**src/rtl/mips_mc_control.sv**
```systemverilog
// Multicycle MIPS control unit: steps each instruction through fetch, decode,
// execute, memory and writeback, and drives the datapath selects and enables.
// Outputs are a decode of the current state. They are gated by mem_ready in
// FETCH and by zero in BRANCH.
//
// state    | meaning
// ---------+---------------------------------------------------------------
// FETCH    | read instruction at PC, PC += 4 when memory is ready
// DECODE   | read registers, precompute branch target, dispatch on opcode
// MEMADR   | compute load/store address A + signext(imm)
// MEMRD    | load read access, wait for mem_ready
// MEMWB    | write loaded data to rt
// MEMWR    | store write access, wait for mem_ready
// EXECUTE  | R-type ALU operation A op B
// ALUWB    | write ALU result to rd
// BRANCH   | compare A - B, take branch when zero
// ADDIEXEC | A + signext(imm)
// ADDIWB   | write ALU result to rt
// JUMP     | load jump target into PC
module mips_mc_control #(
    parameter int unsigned STALL_TIMEOUT = 0
) (
    input  logic       clk,
    input  logic       reset_n,
    input  logic [5:0] opcode,
    input  logic [5:0] funct,
    input  logic       zero,
    input  logic       mem_ready,
    output logic [2:0] alucontrol,
    output logic       alusrca,
    output logic [1:0] alusrcb,
    output logic [1:0] pcsrc,
    output logic       pcen,
    output logic       irwrite,
    output logic       iord,
    output logic       memwrite,
    output logic       regwrite,
    output logic       regdst,
    output logic       memtoreg,
    output logic       illegal_op,
    output logic       mem_err,
    output logic [3:0] state
);

    typedef enum logic [3:0] {
        FETCH    = 4'd0,
        DECODE   = 4'd1,
        MEMADR   = 4'd2,
        MEMRD    = 4'd3,
        MEMWB    = 4'd4,
        MEMWR    = 4'd5,
        EXECUTE  = 4'd6,
        ALUWB    = 4'd7,
        BRANCH   = 4'd8,
        ADDIEXEC = 4'd9,
        ADDIWB   = 4'd10,
        JUMP     = 4'd11
    } state_t;

    localparam logic [5:0] OP_RTYPE = 6'b000000;
    localparam logic [5:0] OP_LW    = 6'b100011;
    localparam logic [5:0] OP_SW    = 6'b101011;
    localparam logic [5:0] OP_BEQ   = 6'b000100;
    localparam logic [5:0] OP_ADDI  = 6'b001000;
    localparam logic [5:0] OP_J     = 6'b000010;

    localparam bit          TMO_EN     = (STALL_TIMEOUT != 0);
    // Stall count already accumulated when the current stall cycle is the last allowed
    localparam logic [15:0] STALL_LAST = 16'(STALL_TIMEOUT - 1);

    state_t      state_q;
    state_t      state_nx;
    logic [15:0] stall_cnt;
    logic        stall_state;
    logic        timeout;
    logic        illegal;
    logic        funct_ok;
    logic [2:0]  alu_funct;

    assign state       = state_q;
    assign stall_state = (state_q == FETCH) || (state_q == MEMRD) || (state_q == MEMWR);
    assign timeout     = TMO_EN && reset_n && stall_state && !mem_ready && (stall_cnt == STALL_LAST);

    // R-type funct decode: ALU op and legality
    always_comb begin
        funct_ok  = 1'b1;
        alu_funct = 3'b010;
        case (funct)
            6'b100000: alu_funct = 3'b010;
            6'b100010: alu_funct = 3'b110;
            6'b100100: alu_funct = 3'b000;
            6'b100101: alu_funct = 3'b001;
            6'b101010: alu_funct = 3'b111;
            default:   funct_ok  = 1'b0;
        endcase
    end

    // Next-state selection; a stall timeout overrides everything and returns to FETCH
    always_comb begin
        state_nx = FETCH;
        illegal  = 1'b0;
        case (state_q)
            FETCH:    state_nx = mem_ready ? DECODE : FETCH;
            DECODE: begin
                case (opcode)
                    OP_LW, OP_SW: state_nx = MEMADR;
                    OP_RTYPE: begin
                        if (funct_ok) state_nx = EXECUTE;
                        else          illegal  = 1'b1;
                    end
                    OP_BEQ:   state_nx = BRANCH;
                    OP_ADDI:  state_nx = ADDIEXEC;
                    OP_J:     state_nx = JUMP;
                    default:  illegal  = 1'b1;
                endcase
            end
            MEMADR:   state_nx = (opcode == OP_LW) ? MEMRD : MEMWR;
            MEMRD:    state_nx = mem_ready ? MEMWB : MEMRD;
            MEMWB:    state_nx = FETCH;
            MEMWR:    state_nx = mem_ready ? FETCH : MEMWR;
            EXECUTE:  state_nx = ALUWB;
            ALUWB:    state_nx = FETCH;
            BRANCH:   state_nx = FETCH;
            ADDIEXEC: state_nx = ADDIWB;
            ADDIWB:   state_nx = FETCH;
            JUMP:     state_nx = FETCH;
            default:  state_nx = FETCH;
        endcase
        if (timeout) state_nx = FETCH;
    end

    // State register and stall counter; the counter restarts on every state change
    always_ff @(posedge clk or negedge reset_n) begin
        if (!reset_n) begin
            state_q   <= FETCH;
            stall_cnt <= '0;
        end else begin
            state_q <= state_nx;
            if (timeout || (state_nx != state_q))
                stall_cnt <= '0;
            else if (stall_state && !mem_ready)
                stall_cnt <= stall_cnt + 16'd1;
        end
    end

    // Datapath control decode; write enables are killed by timeout and by reset
    always_comb begin
        alucontrol = 3'b000;
        alusrca    = 1'b0;
        alusrcb    = 2'b00;
        pcsrc      = 2'b00;
        pcen       = 1'b0;
        irwrite    = 1'b0;
        iord       = 1'b0;
        memwrite   = 1'b0;
        regwrite   = 1'b0;
        regdst     = 1'b0;
        memtoreg   = 1'b0;
        case (state_q)
            FETCH: begin
                alusrcb    = 2'b01;
                alucontrol = 3'b010;
                irwrite    = mem_ready;
                pcen       = mem_ready;
            end
            DECODE: begin
                alusrcb    = 2'b11;
                alucontrol = 3'b010;
            end
            MEMADR, ADDIEXEC: begin
                alusrca    = 1'b1;
                alusrcb    = 2'b10;
                alucontrol = 3'b010;
            end
            MEMRD:   iord = 1'b1;
            MEMWB: begin
                regwrite = 1'b1;
                memtoreg = 1'b1;
            end
            MEMWR: begin
                iord     = 1'b1;
                memwrite = 1'b1;
            end
            EXECUTE: begin
                alusrca    = 1'b1;
                alucontrol = alu_funct;
            end
            ALUWB: begin
                regwrite = 1'b1;
                regdst   = 1'b1;
            end
            BRANCH: begin
                alusrca    = 1'b1;
                alucontrol = 3'b110;
                pcsrc      = 2'b01;
                pcen       = zero;
            end
            ADDIWB:  regwrite = 1'b1;
            JUMP: begin
                pcsrc = 2'b10;
                pcen  = 1'b1;
            end
            default: ;
        endcase
        if (timeout || !reset_n) begin
            pcen     = 1'b0;
            irwrite  = 1'b0;
            memwrite = 1'b0;
            regwrite = 1'b0;
        end
        illegal_op = illegal;
        mem_err    = timeout;
    end

endmodule

```
**config.mk**
```make
export PLATFORM = sky130hd
export DESIGN_NAME = mips_mc_control
export DESIGN_NICKNAME = d
export VERILOG_FILES = /design/src/rtl/mips_mc_control.sv
export SDC_FILE = /design/constraint.sdc
export NUM_CORES = 1
export LEC_CHECK = 0
export BUFFER_PORTS_ARGS = -buffer_cell sky130_fd_sc_hd__buf_2
export CAP_MARGIN = 20
export CORE_MARGIN = 5
export CORE_UTILIZATION = 50
export CTS_BUF_LIST = sky130_fd_sc_hd__clkbuf_4 sky130_fd_sc_hd__clkbuf_8
export CTS_CLUSTER_DIAMETER = 60
export DETAILED_ROUTE_END_ITERATION = 12
export HOLD_SLACK_MARGIN = 0.06
export PLACE_DENSITY_LB_ADDON = 0.25
export SLEW_MARGIN = 20
export SYNTH_ARGS = -nofsm -noshare
export SYNTH_HDL_FRONTEND = slang
export SYNTH_SLANG_ARGS = --single-unit
```
**constraint.sdc**
```tcl
create_clock -name clk -period 4.6 [get_ports clk]
set_clock_uncertainty 0.15 [all_clocks]
set_input_delay 1.38 -clock clk [delete_from_list [all_inputs] [get_ports clk]]
set_output_delay 1.38 -clock clk [all_outputs]
set_load 0.03 [all_outputs]
```
# After elaboration in Yosys (flattened, before gate mapping)
# Cells that the tools add are included.
# totals
ff_bits	4
in_bits	16
# classes
n_eq_ne	21
n_mux	27
n_reduce_logical	10
# ops
cell	count
$eq 6x6->1 const B	7
$pmux 4 s7	1
$pmux 4 s5	1
$eq 4x3->1 const B	4
$eq 4x4->1 const B	4
$mux 1	15
$mux 3	4
$pmux 3 s4	1
$reduce_or 5->1	2
$pmux 3 s3	1
$eq 4x2->1 const B	2
$reduce_or 4->1	2
$eq 6x2->1 const B	1
$eq 6x3->1 const B	1
$eq 6x4->1 const B	1
$logic_not 6->1	1
$pmux 2 s3	1
$reduce_or 2->1	3
$eq 4x1->1 const B	1
$logic_not 4->1	1
$pmux 2 s2	1
$pmux 1 s3	1
$reduce_or 3->1	1
$pmux 1 s2	1

# Longest topological paths before layout
# depth
ltp_word	6
depth_mapped	5

# Least setup slack after synthesis
# Ideal clock, no wire load.
# synth_path
path_type	input -> output
from	input funct[5]
to	output alucontrol[0]
t_arrival_ns	2.562
setup_slack_ns	0.508
cell_stages	4
n_path_buf	0
path_cell_list	nor2b_1 -> and3_1 -> nand2_1 -> a211oi_1
# synth_between
elab_chain_len	3
# synth_rtl
element	line_no	rtl
start, declared	26	input logic [5:0] funct,
$eq 6x6->1	88	case (funct)
$pmux 3 s4 *	88	
$pmux 3 s3 *	159	case (state_q)
end, declared	29	output logic [2:0] alucontrol,
# Mark *: on every way between the ends. The rest lies on a longest branch, timed or not.

# Final worst setup path
# layout_path
from	input opcode[0]
to	output illegal_op
# layout_between
elab_chain_len	4
# layout_rtl
element	line_no	rtl
start, declared	25	input logic [5:0] opcode,
$eq 6x6->1, or another cell as far along	105	case (opcode)
$reduce_or 5->1 (no source line)	n/a	
$pmux 1 s2 *	105	
$mux 1 *	102	case (state_q)
end, declared	40	output logic illegal_op,
# Marks and branches as above.

==> impl_metrics.tcl <==
set metrics [dict create \
    status "finished, final reports clean" \
    fmax_mhz 253 \
    hold_class "flop to flop" \
    stdcell_count 144 \
    min_period_ps 3950 \
    cp_common_cell "buf_2" \
    cts_tree "done" \
    post_drt_wl_per_cell_um 13.0 \
    leakage_nw 0.400 \
    place.gp.congestion 0.777 \
    globalRoute.totalOverflow 0 \
    worst_slew_pin_slew_ps 729 \
    cp_top_family "simple AND/OR/NAND/NOR gates" \
    syn-mean-instance-area_um2 7.12 \
    synth-xor-area-share 0.0249 \
    worst-path-stages 6 \
    cp.arrival_ps 2420 \
    slowest_delay_ps 290 \
    synthSimpleGateAreaFrac 0.423 \
    rows 13 \
    slowest_stage "nor3_1" \
    largest_register_ffs 4 \
    cp_cell_sequence "buf_2 > nor3_1 > nand2_1 > o21ba_2 > a21oi_1 > buf_2" \
    async_flop_share 1.00 \
    place_inst 141 \
    worstSetupPathType "primary input to output pin" \
    maxSlewHeadroom 0.514 \
    met1_usage 0.226 \
    critical_path_peak_fanout 6 \
    grt_pass1_wl_mm 3.11 \
    use_met3 0.0301 \
    p_total_mw 0.175 \
    path_clk_slew_ps 30 \
    antenna_found_initial 0 \
    via_count 838 \
    top_usage_layer "met2" \
    diodes 0 \
    synth_edf_count 0 \
    drive_above_1_share 0.372 \
    min_period_over_period 0.859 \
    slew_violations 0 \
    die_w_um 47.5 \
    ctsHoldBuffers 0 \
    post_cts_buffers 0 \
    root_buffer "clkbuf_4" \
    fin_tns_setup_ps 0 \
    cp.required_ps 3070 \
    clock_latency_ps 230 \
    design.core.area_mm2 0.00132 \
    synthMuxAreaShare 0.0284 \
    dr.first_iter.drc_count 10 \
    rsz0062_at_grt "false" \
    ys_ff_latch 4 \
    rr_worst_depth 4 \
    worstHoldPathCells 1 \
    die_h_um 47.5 \
    maxCapViolations 0 \
    via_per_inst 5.82 \
    whs_ps 679 \
    dr.pass1.iters 4 \
    tritoncts.num_buffers 3 \
    cts_buffer_depth 2 \
    setup_ws_ps 648 \
    use_met2 0.337 \
    ant_nets 0 \
    synth_adder_area_share 0.0142 \
    port_buffers 35 \
    crit_buf_inv 2 \
    pre_cts_slack_ps 659 \
    ios 37 \
    p_per_area_mw_per_mm2 202 \
    grt_start_max_net_pins 27 \
    htreeDepth 1 \
    seq_area_frac_synth 0.142 \
    cts_resized 0 \
    timing.reg2reg.setup_slack_ps 2630 \
    ys.flop_type "dfrtp_1" \
    yosysUniqueCellTypes 45 \
    synth_top_family_by_area "simple AND/OR/NAND/NOR gates" \
    dp_hpwl_mm 1.50 \
    cts.sinks 4 \
    setup_viol 0 \
    synthesis.nets 115 \
    post-route-util 0.657 \
    synthesis.area_um2 704 \
    fin_area_um2 866 \
    ir_drop_mv 0.104 \
    track_usage 0.188 \
    synth_compound_area_frac 0.268 \
    hold_violations 0 \
    area_delta_synth_final_pct 22.9 \
    yosys_warnings 0 \
    nets 147 \
    drc 0 \
    grt_pass1_vias 747 \
    syn_inst 99 \
    startpoint_type "primary input" \
    die_area_mm2 0.00226 \
    initial_utilization 0.535 \
    wl_mm 1.88 \
    placed_area_um2 843 \
    end_kind "output pin" \
]
cells in the mapped netlist, types with 2 or more instances:
master | count | area share
xnor2_1 | 2 | 0.025
nor2_1 | 12 | 0.064
dfrtp_1 | 4 | 0.14
a31oi_1 | 3 | 0.027
o21ai_0 | 2 | 0.014
nor3_1 | 9 | 0.064
o21ai_1 | 2 | 0.014
nor3b_1 | 2 | 0.021
or3_1 | 2 | 0.018
nand2_1 | 9 | 0.048
mux2i_1 | 2 | 0.028
nand2b_1 | 3 | 0.027
a21oi_1 | 6 | 0.043
inv_1 | 3 | 0.016
buf_2 | 2 | 0.014
clkbuf_1 | 2 | 0.011
buf_6 | 2 | 0.032
nor2b_1 | 4 | 0.036
a211oi_2 | 2 | 0.036
per-layer routing:
layer	share of wire	up-vias
met4	0.0043	0
met5	0	-
met3	0.066	2
li1	-	426
met1	0.43	383
met2	0.49	27
cell type report:
| class | count | area [um^2] |
|---|---|---|
| sequential | 4 | 100 |
| inverter | 3 | 11.3 |
| multi-input combinational | 84 | 538 |
| timing repair buffer | 35 | 175 |
| fill | 125 | 452 |
| clock buffer | 3 | 22.5 |
| tap | 15 | 18.8 |
where the power goes:
group	switching (mW)	total [mW]	internal [mW]
Sequential	0.0122	0.0498	0.0376
Clock	0.0121	0.0411	0.0290
Combinational	0.0521	0.0836	0.0316
Total	0.0764	0.175	0.0982
cells in the final DEF, fill, tap and decap left out, types with 2 or more instances in the layout:
cell type and count:
nor2_1 12, inv_1 3, mux2i_1 2, nor2b_1 4, buf_2 35, nor3b_1 2, nor3_1 9, a211oi_2 2
o21ai_1 2, dfrtp_1 4, a21oi_1 6, clkbuf_4 3, or3_1 2, nand2b_1 3, nand2_1 9, xnor2_1 2
o21ai_0 2, a31oi_1 3
worst paths after layout:
path,start,endpoint
min in group asynchronous,reset_n,state[3]
worst min-delay path,state[3],state[2]
worst max register to register,state[1],state[1]
worst min register to register,state[3],state[2]
max in group asynchronous,reset_n,state[1]
worst max-delay path,opcode[0],illegal_op
worst reg2reg max path, cell delays in order (launching register included):
cell and delay [ps]:
dfrtp_1 640, or4b_4 660, a211oi_2 220, a311oi_1 70, o21ai_1 140
cells by family after synthesis:
| family | after synthesis |
|---|---|
| fa+ha+maj | 1 |
| simple gates | 53 |
| flops | 4 |
| compound gates | 25 |
| mux | 2 |
| other cells | 1 |
| buf+inv | 11 |
| xor+xnor | 2 |
(Power assumes the default switching activity.)
